[src/rtl/blake_pkg.sv]
// Shared definitions for the BLAKE-512 round controller and message/constant mux:
// step-index geometry, controller state encoding, cb constants and sigma permutations.
package blake_pkg;

  localparam int unsigned IDX_W  = 7;
  localparam int unsigned NSTEPS = 128;

  typedef enum logic [2:0] {
    StIdle,
    StInit,
    StIssue,
    StWait,
    StFinal,
    StDone
  } state_e;

  localparam logic [63:0] CB [16] = '{
    64'h243F6A8885A308D3, 64'h13198A2E03707344, 64'hA4093822299F31D0, 64'h082EFA98EC4E6C89,
    64'h452821E638D01377, 64'hBE5466CF34E90C6C, 64'hC0AC29B7C97C50DD, 64'h3F84D5B5B5470917,
    64'h9216D5D98979FB1B, 64'hD1310BA698DFB5AC, 64'h2FFD72DBD01ADFB7, 64'hB8E1AFED6A267E96,
    64'hBA7C9045F12C7F99, 64'h24A19947B3916CF7, 64'h0801F2E2858EFC16, 64'h636920D871574E69
  };

  // One row per permutation, position 0 in the most significant nibble.
  localparam logic [63:0] SIGMA [10] = '{
    64'h0123456789abcdef, 64'hea489fd61c02b753, 64'hb8c052fdae367194, 64'h7931dcbe265a40f8,
    64'h905724afe1bc683d, 64'h2c6a0b834d75fe19, 64'hc51fed4a0763928b, 64'hdb7ec13950f4862a,
    64'h6fe9b308c2d714a5, 64'ha2847615fb9e3cd0
  };

  // Message word index for a given round and position; rounds 10..15 reuse rows 0..5.
  function automatic logic [3:0] sigma_sel(input logic [3:0] round, input logic [3:0] pos);
    logic [3:0]  row_sel;
    logic [63:0] row;
    row_sel = (round >= 4'd10) ? round - 4'd10 : round;
    row     = SIGMA[row_sel] >> {4'd15 - pos, 2'b00};
    return row[3:0];
  endfunction

endpackage

[src/rtl/blake_step_cnt.sv]
// Step index register for the BLAKE round controller: clears, increments and
// saturates at the last step of the block.
module blake_step_cnt
  import blake_pkg::*;
#(
  parameter int unsigned LAST_IDX = NSTEPS - 1
) (
  input  logic             clk,
  input  logic             rst_n,
  input  logic             clr,
  input  logic             inc,
  output logic [IDX_W-1:0] idx,
  output logic             last
);

  logic [IDX_W-1:0] idx_q, idx_d;

  assign last = (idx_q == IDX_W'(LAST_IDX));
  assign idx  = idx_q;

  always_comb begin
    idx_d = idx_q;
    if (clr) begin
      idx_d = '0;
    end else if (inc && !last) begin
      idx_d = idx_q + 1'b1;
    end
  end

  always_ff @(posedge clk or negedge rst_n) begin
    if (!rst_n) begin
      idx_q <= '0;
    end else begin
      idx_q <= idx_d;
    end
  end

endmodule

[src/rtl/blake_round_ctrl.sv]
// Sequencer for the single-G-core BLAKE-512 compression datapath.
// Optional abort path enabled by defining BLAKE_CTRL_ABORT_EN.
module blake_round_ctrl
  import blake_pkg::*;
#(
  parameter int unsigned NROUNDS = 16,
  parameter int unsigned MSG_W   = 640
) (
  input  logic             clk,
  input  logic             rst_n,
  input  logic             start,
  input  logic [MSG_W-1:0] msg_in,
  input  logic             g_done,
`ifdef BLAKE_CTRL_ABORT_EN
  input  logic             abort,
  output logic             aborted,
`endif
  output logic             busy,
  output logic             done,
  output logic [MSG_W-1:0] msg_out,
  output logic [IDX_W-1:0] counter_idx,
  output logic             v_init,
  output logic             g_start,
  output logic             final_en
);

  state_e           state_q, state_d;
  logic [MSG_W-1:0] msg_q;
  logic             abort_hit;
  logic             cnt_clr, cnt_inc, cnt_last;

`ifdef BLAKE_CTRL_ABORT_EN
  logic aborted_q;

  assign abort_hit = abort && (state_q != StIdle);
  assign aborted   = aborted_q;

  always_ff @(posedge clk or negedge rst_n) begin
    if (!rst_n) begin
      aborted_q <= 1'b0;
    end else begin
      aborted_q <= abort_hit;
    end
  end
`else
  assign abort_hit = 1'b0;
`endif

  always_comb begin
    state_d = state_q;
    unique case (state_q)
      StIdle:  if (start) state_d = StInit;
      StInit:  state_d = StIssue;
      StIssue: state_d = StWait;
      StWait:  if (g_done) state_d = cnt_last ? StFinal : StIssue;
      StFinal: state_d = StDone;
      StDone:  state_d = StIdle;
      default: state_d = StIdle;
    endcase
    // Abort wins over every other transition.
    if (abort_hit) state_d = StIdle;
  end

  always_ff @(posedge clk or negedge rst_n) begin
    if (!rst_n) begin
      state_q <= StIdle;
      msg_q   <= '0;
    end else begin
      state_q <= state_d;
      if (state_q == StIdle && start) msg_q <= msg_in;
    end
  end

  // Index returns to zero on the cycle after DONE or abort; held everywhere else.
  assign cnt_clr = (state_q == StIdle) || (state_q == StDone) || abort_hit;
  assign cnt_inc = (state_q == StWait) && g_done && !abort_hit;

  blake_step_cnt #(
    .LAST_IDX (NROUNDS * 8 - 1)
  ) u_step_cnt (
    .clk   (clk),
    .rst_n (rst_n),
    .clr   (cnt_clr),
    .inc   (cnt_inc),
    .idx   (counter_idx),
    .last  (cnt_last)
  );

  always_comb begin
    busy     = (state_q != StIdle);
    v_init   = (state_q == StInit);
    g_start  = (state_q == StIssue) && !abort_hit;
    final_en = (state_q == StFinal) && !abort_hit;
    done     = (state_q == StDone) && !abort_hit;
  end

  assign msg_out = msg_q;

endmodule

[config.mk]
export PLATFORM = sky130hd
export DESIGN_NAME = blake_round_ctrl
export DESIGN_NICKNAME = d
export VERILOG_FILES = /design/src/rtl/blake_pkg.sv /design/src/rtl/blake_step_cnt.sv /design/src/rtl/blake_round_ctrl.sv
export SDC_FILE = /design/constraint.sdc
export NUM_CORES = 1
export LEC_CHECK = 0
export BUFFER_PORTS_ARGS = -buffer_cell sky130_fd_sc_hd__buf_4
export CAP_MARGIN = 20
export CORE_AREA = 2 2 507 509
export DETAILED_ROUTE_END_ITERATION = 16
export DIE_AREA = 0 0 509 511
export SYNTH_ARGS = -nofsm -noshare
export SYNTH_HDL_FRONTEND = slang
export SYNTH_SLANG_ARGS = --single-unit
[constraint.sdc]
create_clock -name clk -period 1.9 [get_ports clk]
set_input_delay 0.19 -clock clk [delete_from_list [all_inputs] [get_ports clk]]
set_output_delay 0.19 -clock clk [all_outputs]
set_load 0.02 [all_outputs]
# == After elaboration in Yosys (flattened, before gate mapping) ==
# Index checks and enable logic that the tools add are counted.
# Widths: inputs -> output; s select.
# totals
register_bits,650
input_bits,644
output_inout_bits,652
wordCells,27
# classes
add_sub_neg,1
eq_ne,8
mux,6
reduce_logical,9
# op_table
operator,count
$pmux 3 s5,1
$mux 7,2
$mux 3,3
$add 7x1->7 const B,1
$eq 7x7->1 const B,1
$eq 3x2->1 const B,2
$eq 3x3->1 const B,2
$ne 2x2->1 const B,2
$eq 3x1->1 const B,1
$logic_and 1x1->1,3
$logic_not 3->1,1
$reduce_bool 3->1,1
$reduce_and 2->1,1
$reduce_bool 2->1,1
$logic_not 1->1,1
$logic_or 1x1->1,1

# == Depth between registers and ports, before layout ==
# depth
word_depth,5
ltp_mapped,7
mapped_depth_nobuf,5

# == Hierarchy ==
# Synthesis repeated with hierarchy kept, for this count alone.
# hier_totals
cells_unflattened,1414
hier_area_um2,24621.1
# by_module_without_submodules
module,instances,cells_each,area_per_inst_um2,seq_area_each_um2
blake_round_ctrl,1,1376,24238.2,16090.4
blake_step_cnt,1,38,382.9,175.2

# == Worst setup path before layout ==
# No wires, ideal clock.
# synth_path
path_type,register -> register
startpoint,register state_q[2]
endpoint,register msg_q[100] (netlist: msg_out[100])
t_arrival_ps,1910
path_slack_ps,-135
path_stages_with_launch,8
n_path_buf,4
period_less_slack_ps,2035
cell_sequence,dfrtp_1 buf_2 or3_1 buf_2 nor2_8 buf_12 buf_12 mux2_4
# synth_between
elab_chain_cells,2
# synth_lines
element,line,text
"start, declared",blake_round_ctrl.sv:27,"state_e state_q, state_d;"
"start signal, assigned",blake_round_ctrl.sv:66,state_q <= StIdle;
"start signal, assigned",blake_round_ctrl.sv:69,state_q <= state_d;
$logic_not 3->1,blake_round_ctrl.sv:70,if (state_q == StIdle && start) msg_q <= msg_in;
$logic_and 1x1->1,blake_round_ctrl.sv:70,
"end signal, assigned",blake_round_ctrl.sv:70,
"end, declared",blake_round_ctrl.sv:28,logic [MSG_W-1:0] msg_q;
# No other way between the ends.
# A chain may end at the register's enable or synchronous reset.

# == Worst setup path after layout ==
# layout_path
startpoint,register state_q[0]
endpoint,register msg_q[291] (netlist: msg_out[291])
# Same word-level chain as after synthesis.

==> flow_metrics.env <==
export IMPL_synth_most_common_cell="dfrtp_1"
export IMPL_synthTopCellsByArea="dfrtp_1 (59%), mux2_4 (33%), buf_12 (4.8%)"
export IMPL_vias=21300
export IMPL_rrSetupSlack_ns=-0.18
export IMPL_pin_count=1296
export IMPL_clk_pin_slew_ns=0.06
export IMPL_p_sw_share_pct=29.0
export IMPL_p_switching_w=0.0111
export IMPL_wl_per_cell_um=29.0
export IMPL_powerDensity_nw_per_um2=746
export IMPL_path_delay_family="buffers and inverters"
export IMPL_intPower_w=0.0272
export IMPL_yosysTopAreaCell="dfrtp_1"
export IMPL_worst_pin_slew_ns=0.926
export IMPL_cp_required_ns=2.50
export IMPL_h_tree_depth=3
export IMPL_cts_sinks=650
export IMPL_cp_start_kind="flop"
export IMPL_avgSynthCellArea_sq_um=19.5
export IMPL_die_h_um=511
export IMPL_critPathSlowestCell="or3_4"
export IMPL_critPathBufInv=4
export IMPL_crit_path_end_kind="flop"
export IMPL_pwr_share_seq_pct=39.8
export IMPL_mappedNetlistNets=2052
export IMPL_critical_path_class="flop to flop"
export IMPL_outcome="finished, violations left"
export IMPL_first_global_vias=23500
export IMPL_combPwrFrac_pct=19.1
export IMPL_startpoint="state_q[0]$_DFFE_PN0P_"
export IMPL_reg2reg_from="state_q[0]$_DFFE_PN0P_"
export IMPL_nets=4131
export IMPL_max_stage_delay_ns=0.44
export IMPL_finalNonFillerCells=6978
export IMPL_synth_area_sq_um=27400
export IMPL_portBuffers=1295
export IMPL_p_leak_nw=24.0
export IMPL_drt_pass1_iterations=4
export IMPL_final_period_utilization_pct=110
export IMPL_insertion_delay_ns=0.74
export IMPL_crit_chain="or3_4 > nor2_8 > buf_12 > buf_12 > clkbuf_16 > clkbuf_16 > mux2_4"
export IMPL_finalSetupTns_ns=-67.23
export IMPL_fin_skew_ns=0.0400
export IMPL_cp_arrival_ns=2.68
export IMPL_ys_async_sr_fraction_pct=100
export IMPL_place_congestion=0.973
export IMPL_timing_final_hold_violations=0
export IMPL_yosysUniqueCellTypes=29
export IMPL_cts_root_buffer="clkbuf_16"
export IMPL_clockBufferDepth=3
export IMPL_rsz0062_at_grt="true"
export IMPL_final_area_sq_um=51300
export IMPL_yosysSeqAreaShare_pct=59.4
export IMPL_synthFlopType="dfrtp_1"
export IMPL_initial_core_util_pct=10.7
export IMPL_rows=186
export IMPL_drive_above_1_share_pct=61.8
export IMPL_pwr_share_clk_pct=41.1
export IMPL_setup_violations=625
export IMPL_grt_ovfl_total=0
export IMPL_crit_fanout=11
export IMPL_max_freq_mhz=480
export IMPL_syn2layout_area_growth_pct=87.3
export IMPL_synth_edf_count=0
export IMPL_synthCells=1407
export IMPL_die_x_um=509
export IMPL_dieArea_sq_um=260000
export IMPL_dpl_hpwl_mm=173
export IMPL_cts_tree="built"
export IMPL_slew_violations=0
export IMPL_final_util_pct=20.1
export IMPL_placed_area_sq_um=41200
export IMPL_cts_buffers=81
export IMPL_antenna_left=0
export IMPL_grt_antenna_before_repair=134
export IMPL_grt_max_degree=84
export IMPL_first_iter_violations=951
export IMPL_irDropWorstVdd_uv=643
export IMPL_fin_ws_ns=-0.184
export IMPL_vias_per_cell=3.06
export IMPL_yosysWarnings=0
export IMPL_grtUsageTotal_pct=14.8
export IMPL_synth_seq_cells=650
export IMPL_dp_cells=6108
export IMPL_core_area_sq_um=255000
export IMPL_violations="negative setup slack"
export IMPL_hold_path_class="input pin to async pin"
export IMPL_maxCapViolations=0
export IMPL_post_place_ws_ns=-0.282
export IMPL_grt_first_pass_wirelength_mm=248
export IMPL_netlist_area_leader_share_pct=59.4
export IMPL_routed_wl_mm=203
export IMPL_drc=0
export IMPL_synth_common_cells="dfrtp_1 (650), mux2_4 (600), buf_12 (66), mux2_2 (40), nor2_1 (6)"
export IMPL_relSlewSlack_pct=38.1
export IMPL_fin_crit_ns=2.08
[state kept, by name, indices dropped and copies added, names as in the netlist]
signal,cells
msg_out,640
u_step_cnt.idx,7
state_q,3
[cell families (layout without fill, tap and decap cells)]
group,count (synthesis),after routing,share of synthesized area [%]
flip-flops,650,650,59.4
multiplexers,641,641,34.6
buffers and inverters,77,2221,5.04
AND/OR/NAND/NOR,19,19,0.434
AO/OA/AOI/OAI,17,17,0.430
XOR/XNOR,2,2,0.0640
adder cells (fa/ha/maj),1,1,0.0457
other,0,43,0
[what timing repair did]
action | CTS | global route
pin swaps | 3 | 1
setup buffers | 4 | 14
hold endpoints to repair | 1006 | 0
cloned | 0 | 18
resized for setup | 32 | 52
hold buffers | 644 | 0
endpoints found under the setup margin | 642 | 640
[final timing paths]
| check | to | cells past startpoint |
|---|---|---|
| hold / removal | msg_out[417]$_DFFE_PN0P_ | 3 |
| hold reg to reg | msg_out[262]$_DFFE_PN0P_ | 1 |
| min in group clk | msg_out[520]$_DFFE_PN0P_ | 3 |
| setup reg to reg | msg_out[291]$_DFFE_PN0P_ | 7 |
| max in group asynchronous | msg_out[500]$_DFFE_PN0P_ | 3 |
| setup / recovery | msg_out[291]$_DFFE_PN0P_ | 7 |
[power groups by stage]
stage | sequential [W] | combinational (W) | clock [W]
2_1_floorplan | 0.0162 | 0.00108 | 0
3_3_place_gp | 0.0154 | 0.00603 | 0
3_5_place_dp | 0.0154 | 0.00608 | 0
4_1_cts | 0.0152 | 0.00750 | 0.0163
5_1_grt | 0.0153 | 0.00781 | 0.0168
6_report | 0.0152 | 0.00732 | 0.0157
[worst register-to-register path: stages (launching register included)]
cell and delay (ns):
dfrtp_1 0.40, or3_4 0.44, nor2_8 0.13, buf_12 0.13, buf_12 0.13, clkbuf_16 0.21
clkbuf_16 0.22, mux2_4 0.32
[cells in the final DEF, fill, tap and decap left out, types with 3 or more instances in the layout]
cell type,Yosys,layout
o211ai_1,4,4
mux2_2,40,37
clkbuf_16,0,98
inv_1,3,3
clkinvlp_4,0,7
clkbuf_1,1,23
buf_4,4,1335
mux2_4,600,603
inv_6,0,5
buf_6,0,14
nor2_1,6,5
buf_8,0,6
dlygate4sd3_1,0,644
buf_12,66,47
and3_1,3,3
buf_16,0,9
clkbuf_8,0,14
o31ai_1,3,3
dfrtp_1,650,650
clkinv_2,0,10
diode_2,0,43
[layout make-up]
class	count	area [sq um]
sequential	650	16300
inverter	3	11.3
clock buffer	120	2360
antenna	43	108
tap	3384	4230
clock inverter	28	268
timing repair buffer	2070	18300
multi-input combinational	680	9770
fill	27300	204000
[layer usage]
layer	GRT usage [%]	wire length, um	vias to the layer above
met2	22.9	88700	1243
li1	-	-	9199
met4	6.10	8720	44
met3	12.8	38100	372
met5	0	288	-
met1	13.9	66900	10500
[stage by stage]
stage	total power, W	hold slack [ns]
6_report	0.0383	0.216
5_1_grt	0.0399	0.180
4_1_cts	0.0390	0.100
3_5_place_dp	0.0215	0.121
3_3_place_gp	0.0214	0.119
2_1_floorplan	0.0173	-0.106
Power figures use the tool's default switching activity.
